## src/rtl/risc_toy_pkg.sv

```systemverilog
// Shared widths, reset address and fetch-entry type for the RISC_TOY fetch stage.
package risc_toy_pkg;

    localparam int unsigned IADDR_W = 30;
    localparam int unsigned INSTR_W = 32;

    localparam logic [IADDR_W-1:0] DEFAULT_RESET_ADDR = '0;

    typedef struct packed {
        logic [INSTR_W-1:0] instr;
        logic [IADDR_W-1:0] addr;
    } fetch_entry_t;

endpackage

```

## src/rtl/risc_toy_fetch_hold_buf.sv

```systemverilog
// One-entry skid buffer for fetched instructions that decode could not accept yet.
module fetch_hold_buf
    import risc_toy_pkg::*;
(
    input  logic         clk_i,
    input  logic         rst_i,
    input  logic         clear_i,
    input  logic         load_i,
    input  logic         consume_i,
    input  fetch_entry_t entry_i,
    output logic         valid_o,
    output fetch_entry_t entry_o
);

    logic         valid_q, valid_d;
    fetch_entry_t entry_q, entry_d;

    // Load wins over consume so a consumed entry can be refilled in the same cycle.
    always_comb begin
        valid_d = valid_q;
        entry_d = entry_q;
        if (clear_i) begin
            valid_d = 1'b0;
        end else if (load_i) begin
            valid_d = 1'b1;
            entry_d = entry_i;
        end else if (consume_i) begin
            valid_d = 1'b0;
        end
    end

    always_ff @(posedge clk_i) begin
        if (rst_i) begin
            valid_q <= 1'b0;
            entry_q <= '0;
        end else begin
            valid_q <= valid_d;
            entry_q <= entry_d;
        end
    end

    assign valid_o = valid_q;
    assign entry_o = entry_q;

endmodule

```

## src/rtl/risc_toy_fetch.sv

```systemverilog
// RISC_TOY instruction-fetch stage: PC, instruction-memory request, stall hold buffer and IF/ID register.
module risc_toy_fetch
    import risc_toy_pkg::*;
#(
    parameter logic [IADDR_W-1:0] RESET_ADDR = DEFAULT_RESET_ADDR
) (
    input  logic               CLK,
    input  logic               RST,
    output logic               IREQ,
    output logic [IADDR_W-1:0] IADDR,
    input  logic [INSTR_W-1:0] INSTR,
    input  logic               STALL,
    input  logic               REDIRECT,
    input  logic [31:0]        REDIRECT_PC,
    output logic               ID_valid,
    output logic [INSTR_W-1:0] ID_instr,
    output logic [IADDR_W-1:0] ID_iaddr
);

    logic [IADDR_W-1:0] pc_q, pc_d;
    logic               f2_valid_q, f2_valid_d;
    logic [IADDR_W-1:0] f2_addr_q, f2_addr_d;
    logic               id_valid_q, id_valid_d;
    logic [INSTR_W-1:0] id_instr_q, id_instr_d;
    logic [IADDR_W-1:0] id_iaddr_q, id_iaddr_d;

    logic         hold_valid, hold_next, issue;
    logic         hold_load, hold_consume;
    fetch_entry_t hold_entry, f2_entry, src_entry;
    logic         src_valid;
    logic         unused_rpc_lsb;

    assign unused_rpc_lsb = ^REDIRECT_PC[1:0];
    assign f2_entry       = '{instr: INSTR, addr: f2_addr_q};

    fetch_hold_buf u_hold (
        .clk_i     (CLK),
        .rst_i     (RST),
        .clear_i   (REDIRECT),
        .load_i    (hold_load),
        .consume_i (hold_consume),
        .entry_i   (f2_entry),
        .valid_o   (hold_valid),
        .entry_o   (hold_entry)
    );

    // Issue only if the hold buffer will be empty after this edge; that guarantees room for the new fetch.
    always_comb begin
        hold_next    = 1'b0;
        hold_load    = 1'b0;
        hold_consume = 1'b0;
        src_valid    = hold_valid | f2_valid_q;
        src_entry    = hold_valid ? hold_entry : f2_entry;
        id_valid_d   = id_valid_q;
        id_instr_d   = id_instr_q;
        id_iaddr_d   = id_iaddr_q;

        if (REDIRECT) begin
            hold_next  = 1'b0;
            id_valid_d = 1'b0;
        end else if (STALL) begin
            hold_next = hold_valid | f2_valid_q;
            hold_load = ~hold_valid & f2_valid_q;
        end else begin
            hold_next    = hold_valid & f2_valid_q;
            hold_consume = hold_valid;
            hold_load    = hold_valid & f2_valid_q;
            id_valid_d   = src_valid;
            if (src_valid) begin
                id_instr_d = src_entry.instr;
                id_iaddr_d = src_entry.addr + 1'b1;
            end
        end

        issue      = ~RST & ~REDIRECT & ~hold_next;
        f2_valid_d = issue;
        f2_addr_d  = issue ? pc_q : f2_addr_q;
        if (REDIRECT) begin
            pc_d = REDIRECT_PC[31:2];
        end else if (issue) begin
            pc_d = pc_q + 1'b1;
        end else begin
            pc_d = pc_q;
        end
    end

    always_ff @(posedge CLK) begin
        if (RST) begin
            pc_q       <= RESET_ADDR;
            f2_valid_q <= 1'b0;
            f2_addr_q  <= '0;
            id_valid_q <= 1'b0;
            id_instr_q <= '0;
            id_iaddr_q <= '0;
        end else begin
            pc_q       <= pc_d;
            f2_valid_q <= f2_valid_d;
            f2_addr_q  <= f2_addr_d;
            id_valid_q <= id_valid_d;
            id_instr_q <= id_instr_d;
            id_iaddr_q <= id_iaddr_d;
        end
    end

    assign IREQ     = issue;
    assign IADDR    = pc_q;
    assign ID_valid = id_valid_q;
    assign ID_instr = id_instr_q;
    assign ID_iaddr = id_iaddr_q;

endmodule
```

## config.mk

```make
export PLATFORM = sky130hd
export DESIGN_NAME = risc_toy_fetch
export DESIGN_NICKNAME = d
export VERILOG_FILES = /design/src/rtl/risc_toy_pkg.sv /design/src/rtl/risc_toy_fetch_hold_buf.sv /design/src/rtl/risc_toy_fetch.sv
export SDC_FILE = /design/constraint.sdc
export NUM_CORES = 1
export LEC_CHECK = 0
export ABC_CLOCK_PERIOD_IN_PS = 3800
export CORE_ASPECT_RATIO = 0.6
export CORE_MARGIN = 3
export CORE_UTILIZATION = 50
export DETAILED_ROUTE_END_ITERATION = 7
export HOLD_SLACK_MARGIN = 0.06
export MAX_ROUTING_LAYER = met4
export PLACE_DENSITY = 0.81
export SLEW_MARGIN = 0
export SYNTH_ARGS = -nofsm -noshare
export SYNTH_HDL_FRONTEND = slang
export SYNTH_SLANG_ARGS = --single-unit
```

## constraint.sdc

```tcl
create_clock -name CLK -period 3.8 [get_ports CLK]
set_clock_uncertainty 0.15 [all_clocks]
set_input_delay 0.38 -clock CLK [delete_from_list [all_inputs] [get_ports CLK]]
set_output_delay 0.38 -clock CLK [all_outputs]
set_load 0.05 [all_outputs]
```

# Word-level counts from Yosys, hierarchy flattened
# Cells that the tools add are included.
# classes
addsub,2
n_mux,11
bitwise_logic,10
n_reduce_logical,5
# op_table
op,n
2-to-1 mux 62 bit,1
adder 30 x 1 -> 30 bit (second input constant),2
2-to-1 mux 30 bit,2
2-to-1 mux 1 bit,8
inverter 1 bit,5
AND 1 bit,4
nonzero test 2 bit,2
AND reduction 3 bit,1
AND reduction 2 bit,1
OR reduction 2 bit,1
bitwise OR 1 bit,1
# word_totals
register_bits,187
input_bits,68
elab_cells,37

# Logic depth before layout (Yosys ltp)
# depth
ltp_word,7
mapped_depth,14
depth_no_buf,7

# By module
# From an unflattened synthesis, not the netlist that was laid out.
# hier_totals
hier_cells,1095
hier_area_um2,9679.3
# by_module_without_submodules
mod,instances,cells_per_inst,area_per_inst_um2,seq_area_each_um2
risc_toy_fetch,1,808,6503.7,2482.4
fetch_hold_buf,1,287,3175.5,1261.2

# Least setup slack after synthesis
# Ideal clock, no wire load.
# synth_path
kind,flip-flop to flip-flop
startpoint,register u_hold.valid_q (netlist: u_hold.valid_o)
endpoint,register id_iaddr_q[22] (netlist: ID_iaddr[22])
arrival_ns,2.833
required_ns,3.528
slack_ns,0.695
stages_incl_launch_ff,14
cell_sequence,dfxtp_1 > buf_6 > buf_6 > buf_2 > buf_2 > buf_4 > buf_4 > mux2_2 > ha_1 > inv_1 > a211oi_4 > nand2_2 > o31a_1 > a311o_1
# synth_between
elab_chain_cells,2
word_cells_on_any_way,4
classes_between,1 x add/sub; 1 x mux; 1 x bitwise; 1 x reduce/logical
# synth_rtl
item,line,rtl
"start, declared",risc_toy_fetch_hold_buf.sv:15,"logic valid_q, valid_d;"
"start signal, assigned",risc_toy_fetch_hold_buf.sv:37,valid_q <= valid_d;
2-to-1 mux 62 bit / bitwise OR 1 bit (equally long branches),"risc_toy_fetch.sv:53, risc_toy_fetch.sv:52",
adder 30 x 1 -> 30 bit / AND reduction 3 bit (equally long branches),--,
"end signal, assigned",risc_toy_fetch.sv:101,id_iaddr_q <= id_iaddr_d;
"end, declared",risc_toy_fetch.sv:25,"logic [IADDR_W-1:0] id_iaddr_q, id_iaddr_d;"
# Several ways; a longest one is shown, not always the timed one.
# A chain may end at the register's enable or synchronous reset.

# Worst setup path in the final report
# layout_path
startpoint,register u_hold.valid_q (netlist: u_hold.valid_o)
endpoint,register id_iaddr_q[24] (netlist: ID_iaddr[24])
# The elaborated chain is that of the path after synthesis.

==> impl_metrics.tcl <==
set metrics [dict create \
    placed_area_mm2 0.0104 \
    hold_buffers 0 \
    preCtsSetupSlack_ps 787 \
    drv_slew 0 \
    drc_errors 0 \
    r2r-end "ID_iaddr[24]" \
    worstSkewPairLatency_ps 430 \
    cts.clk_slew.worst_paths_ps 70 \
    htree_levels 4 \
    status "finished clean" \
    crit_start "u_hold.valid_o" \
    p_leak_uw 0.00370 \
    initial_core_util_pct 52.3 \
    drt_first_pass_iters 5 \
    avgSynthCellArea_um2 8.18 \
    hold_viol_final 0 \
    layout_common_cells "nand2_1 (242), dfxtp_1 (186), clkdlybuf4s50_1 (157)" \
    hold_path_depth 2 \
    post_cts_buffers 0 \
    rr_startpoint "u_hold.valid_o" \
    syn_nets 1132 \
    grt_pass1_vias 7703 \
    area_delta_synth_final_pct 25.9 \
    drt-total-wl_um 24000 \
    overflow 0 \
    syn_area_mm2 0.00869 \
    maxCapViolCount 0 \
    clock_path_buffers 2 \
    gp_congestion 0.874 \
    irDropWorstVdd_mv 0.229 \
    worstPathMaxFanout 34 \
    critPathCaptureType "flop" \
    rsz0062_at_grt "false" \
    cts_resized 0 \
    worstPathRequired_ps 3970 \
    rr_worst_depth 6 \
    synthCells 1062 \
    die_area_mm2 0.0190 \
    rrSetupSlack_ps 750 \
    cp-endpoint "ID_iaddr[24]" \
    die_h_um 108 \
    setup_tns_ps 0 \
    worstPathArrival_ps 3220 \
    power.density_mw_per_mm2 395 \
    dp_hpwl_um 16200 \
    ctsRootBufferMaster "clkbuf_16" \
    ios 162 \
    tightest_slew_ps 760 \
    mostFrequentLayoutCell "nand2_1" \
    hp-class "primary input to flop" \
    postSynth.asyncResetShare_pct 0 \
    die_w_um 176 \
    design_area_mm2 0.0109 \
    grt_pass1_wl_um 39200 \
    grt_usage_pct 25.9 \
    synth_ff_type "dfxtp_1" \
    final_antenna_net_count 0 \
    yosysUniqueCellTypes 66 \
    ys_warn_count 0 \
    portBuffers 159 \
    max_freq_mhz 328 \
    cts_buffers 17 \
    setup_viol 0 \
    ys_seq_area_share_pct 43.1 \
    yosys_register_bits 187 \
    drtIter0Drc 760 \
    relSlewSlack_pct 49.3 \
    vias_per_cell 5.82 \
    post-route-period-util_pct 80.3 \
    fp-row-count 36 \
    grt_max_degree 137 \
    drive_gt1_share_pct 8.07 \
    cts_sinks 187 \
    cts_tree "done" \
    via_count 8258 \
    utilization_pct 65.8 \
    antenna_found_initial 0 \
    critPathKind "flop to flop" \
    nets 1248 \
    core_region_area_mm2 0.0166 \
    diodes 0 \
    setup_ws_ps 748 \
    synth-edff-count 0 \
    cp-start-kind "flop" \
    fin_crit_ps 3050 \
    drt-wirelength-per-cell_um 16.9 \
]
==> synthesized netlist by cell type (5+ instances only) <==
| cell | instances | area, um2 |
|---|---|---|
| nor4_1 | 6 | 37.5 |
| buf_2 | 6 | 30.0 |
| and3_1 | 9 | 56.3 |
| dfxtp_1 | 187 | 3740 |
| o311ai_0 | 9 | 78.8 |
| and2_1 | 12 | 75.1 |
| a31oi_1 | 13 | 81.3 |
| and4_1 | 7 | 61.3 |
| a211oi_1 | 34 | 255 |
| a22oi_1 | 5 | 37.5 |
| a31o_2 | 10 | 87.6 |
| xnor2_1 | 9 | 78.8 |
| buf_1 | 10 | 37.5 |
| nor3_1 | 13 | 65.1 |
| nand4_1 | 24 | 150 |
| nand2_1 | 242 | 908 |
| buf_4 | 5 | 37.5 |
| or3_1 | 9 | 56.3 |
| o21ai_0 | 36 | 180 |
| mux2i_1 | 55 | 551 |
| nand3b_1 | 8 | 60.1 |
| a21oi_1 | 98 | 490 |
| mux2_2 | 15 | 169 |
| nor2_1 | 57 | 214 |
| inv_1 | 6 | 22.5 |
| nand3_1 | 55 | 275 |
| clkbuf_1 | 57 | 214 |
==> power breakdown <==
part	total [uW]	switching, uW	internal (uW)	leakage, uW
Combinational	522	319	203	0.00190
Clock	1720	850	867	0.000277
Sequential	2080	66.0	2020	0.00152
Total	4320	1240	3090	0.00370
==> through the flow <==
| stage | total power (uW) | std cells | hold slack (ps) |
|---|---|---|---|
| final | 4320 | 1418 | 166 |
| after global routing | 4470 | 1418 | 184 |
| after CTS | 4340 | 1418 | 150 |
| after detailed placement | 2640 | 1387 | 296 |
| after global placement | 2630 | 1387 | 290 |
| after floorplan | 2430 | 1062 | 283 |
==> sequential cells by signal, indices dropped and copies added (netlist names) <==
| name | cells |
|---|---|
| f2_addr_q | 30 |
| ID_valid | 1 |
| f2_valid_q | 1 |
| ID_iaddr | 30 |
| ID_instr | 32 |
| u_hold.valid_o | 1 |
| IADDR | 30 |
| u_hold.entry_o | 62 |
==> how the worst min path moves through the flow <==
| stage | from | endpoint |
|---|---|---|
| floorplan | u_hold.entry_o[28] | u_hold.entry_o[28] |
| global placement | ID_iaddr[7] | ID_iaddr[7] |
| detailed placement | ID_iaddr[2] | ID_iaddr[2] |
| CTS | RST | u_hold.entry_o[9] |
| global route | RST | u_hold.entry_o[17] |
| finish | RST | u_hold.entry_o[24] |
==> logic make-up after synthesis <==
family          count (synthesis)  share of synthesized area, %
simple gates                  461                          24.8
compound gates                241                          17.8
flops                         187                          43.1
buf+inv                        88                          4.41
mux                            70                          8.28
xor+xnor                       12                          1.21
fa+ha+maj                       3                         0.418
==> final cells by class <==
class                      count  area, um2
inverter                       7       26.3
multi-input combinational    787       4570
clock inverter                14        129
clock buffer                  17        425
fill                        1370       5680
sequential                   187       3750
tap                          228        285
timing repair buffer         178       1750
==> routing by layer <==
layer,GRT usage [%],routed length [um],vias up
met3,4.39,1650,27
met4,7.23,261,0
met2,38.2,10600,297
li1,-,-,4020
met5,-,0,-
met1,36.7,11500,3914
==> critical path, stage by stage (launching register included) <==
cell      delay, ps
dfxtp_4         640
buf_4           500
nand4_1         180
a222oi_1        540
and3_1          460
a31oi_1         140
a311o_1         330
Power figures use the tool's default switching activity.
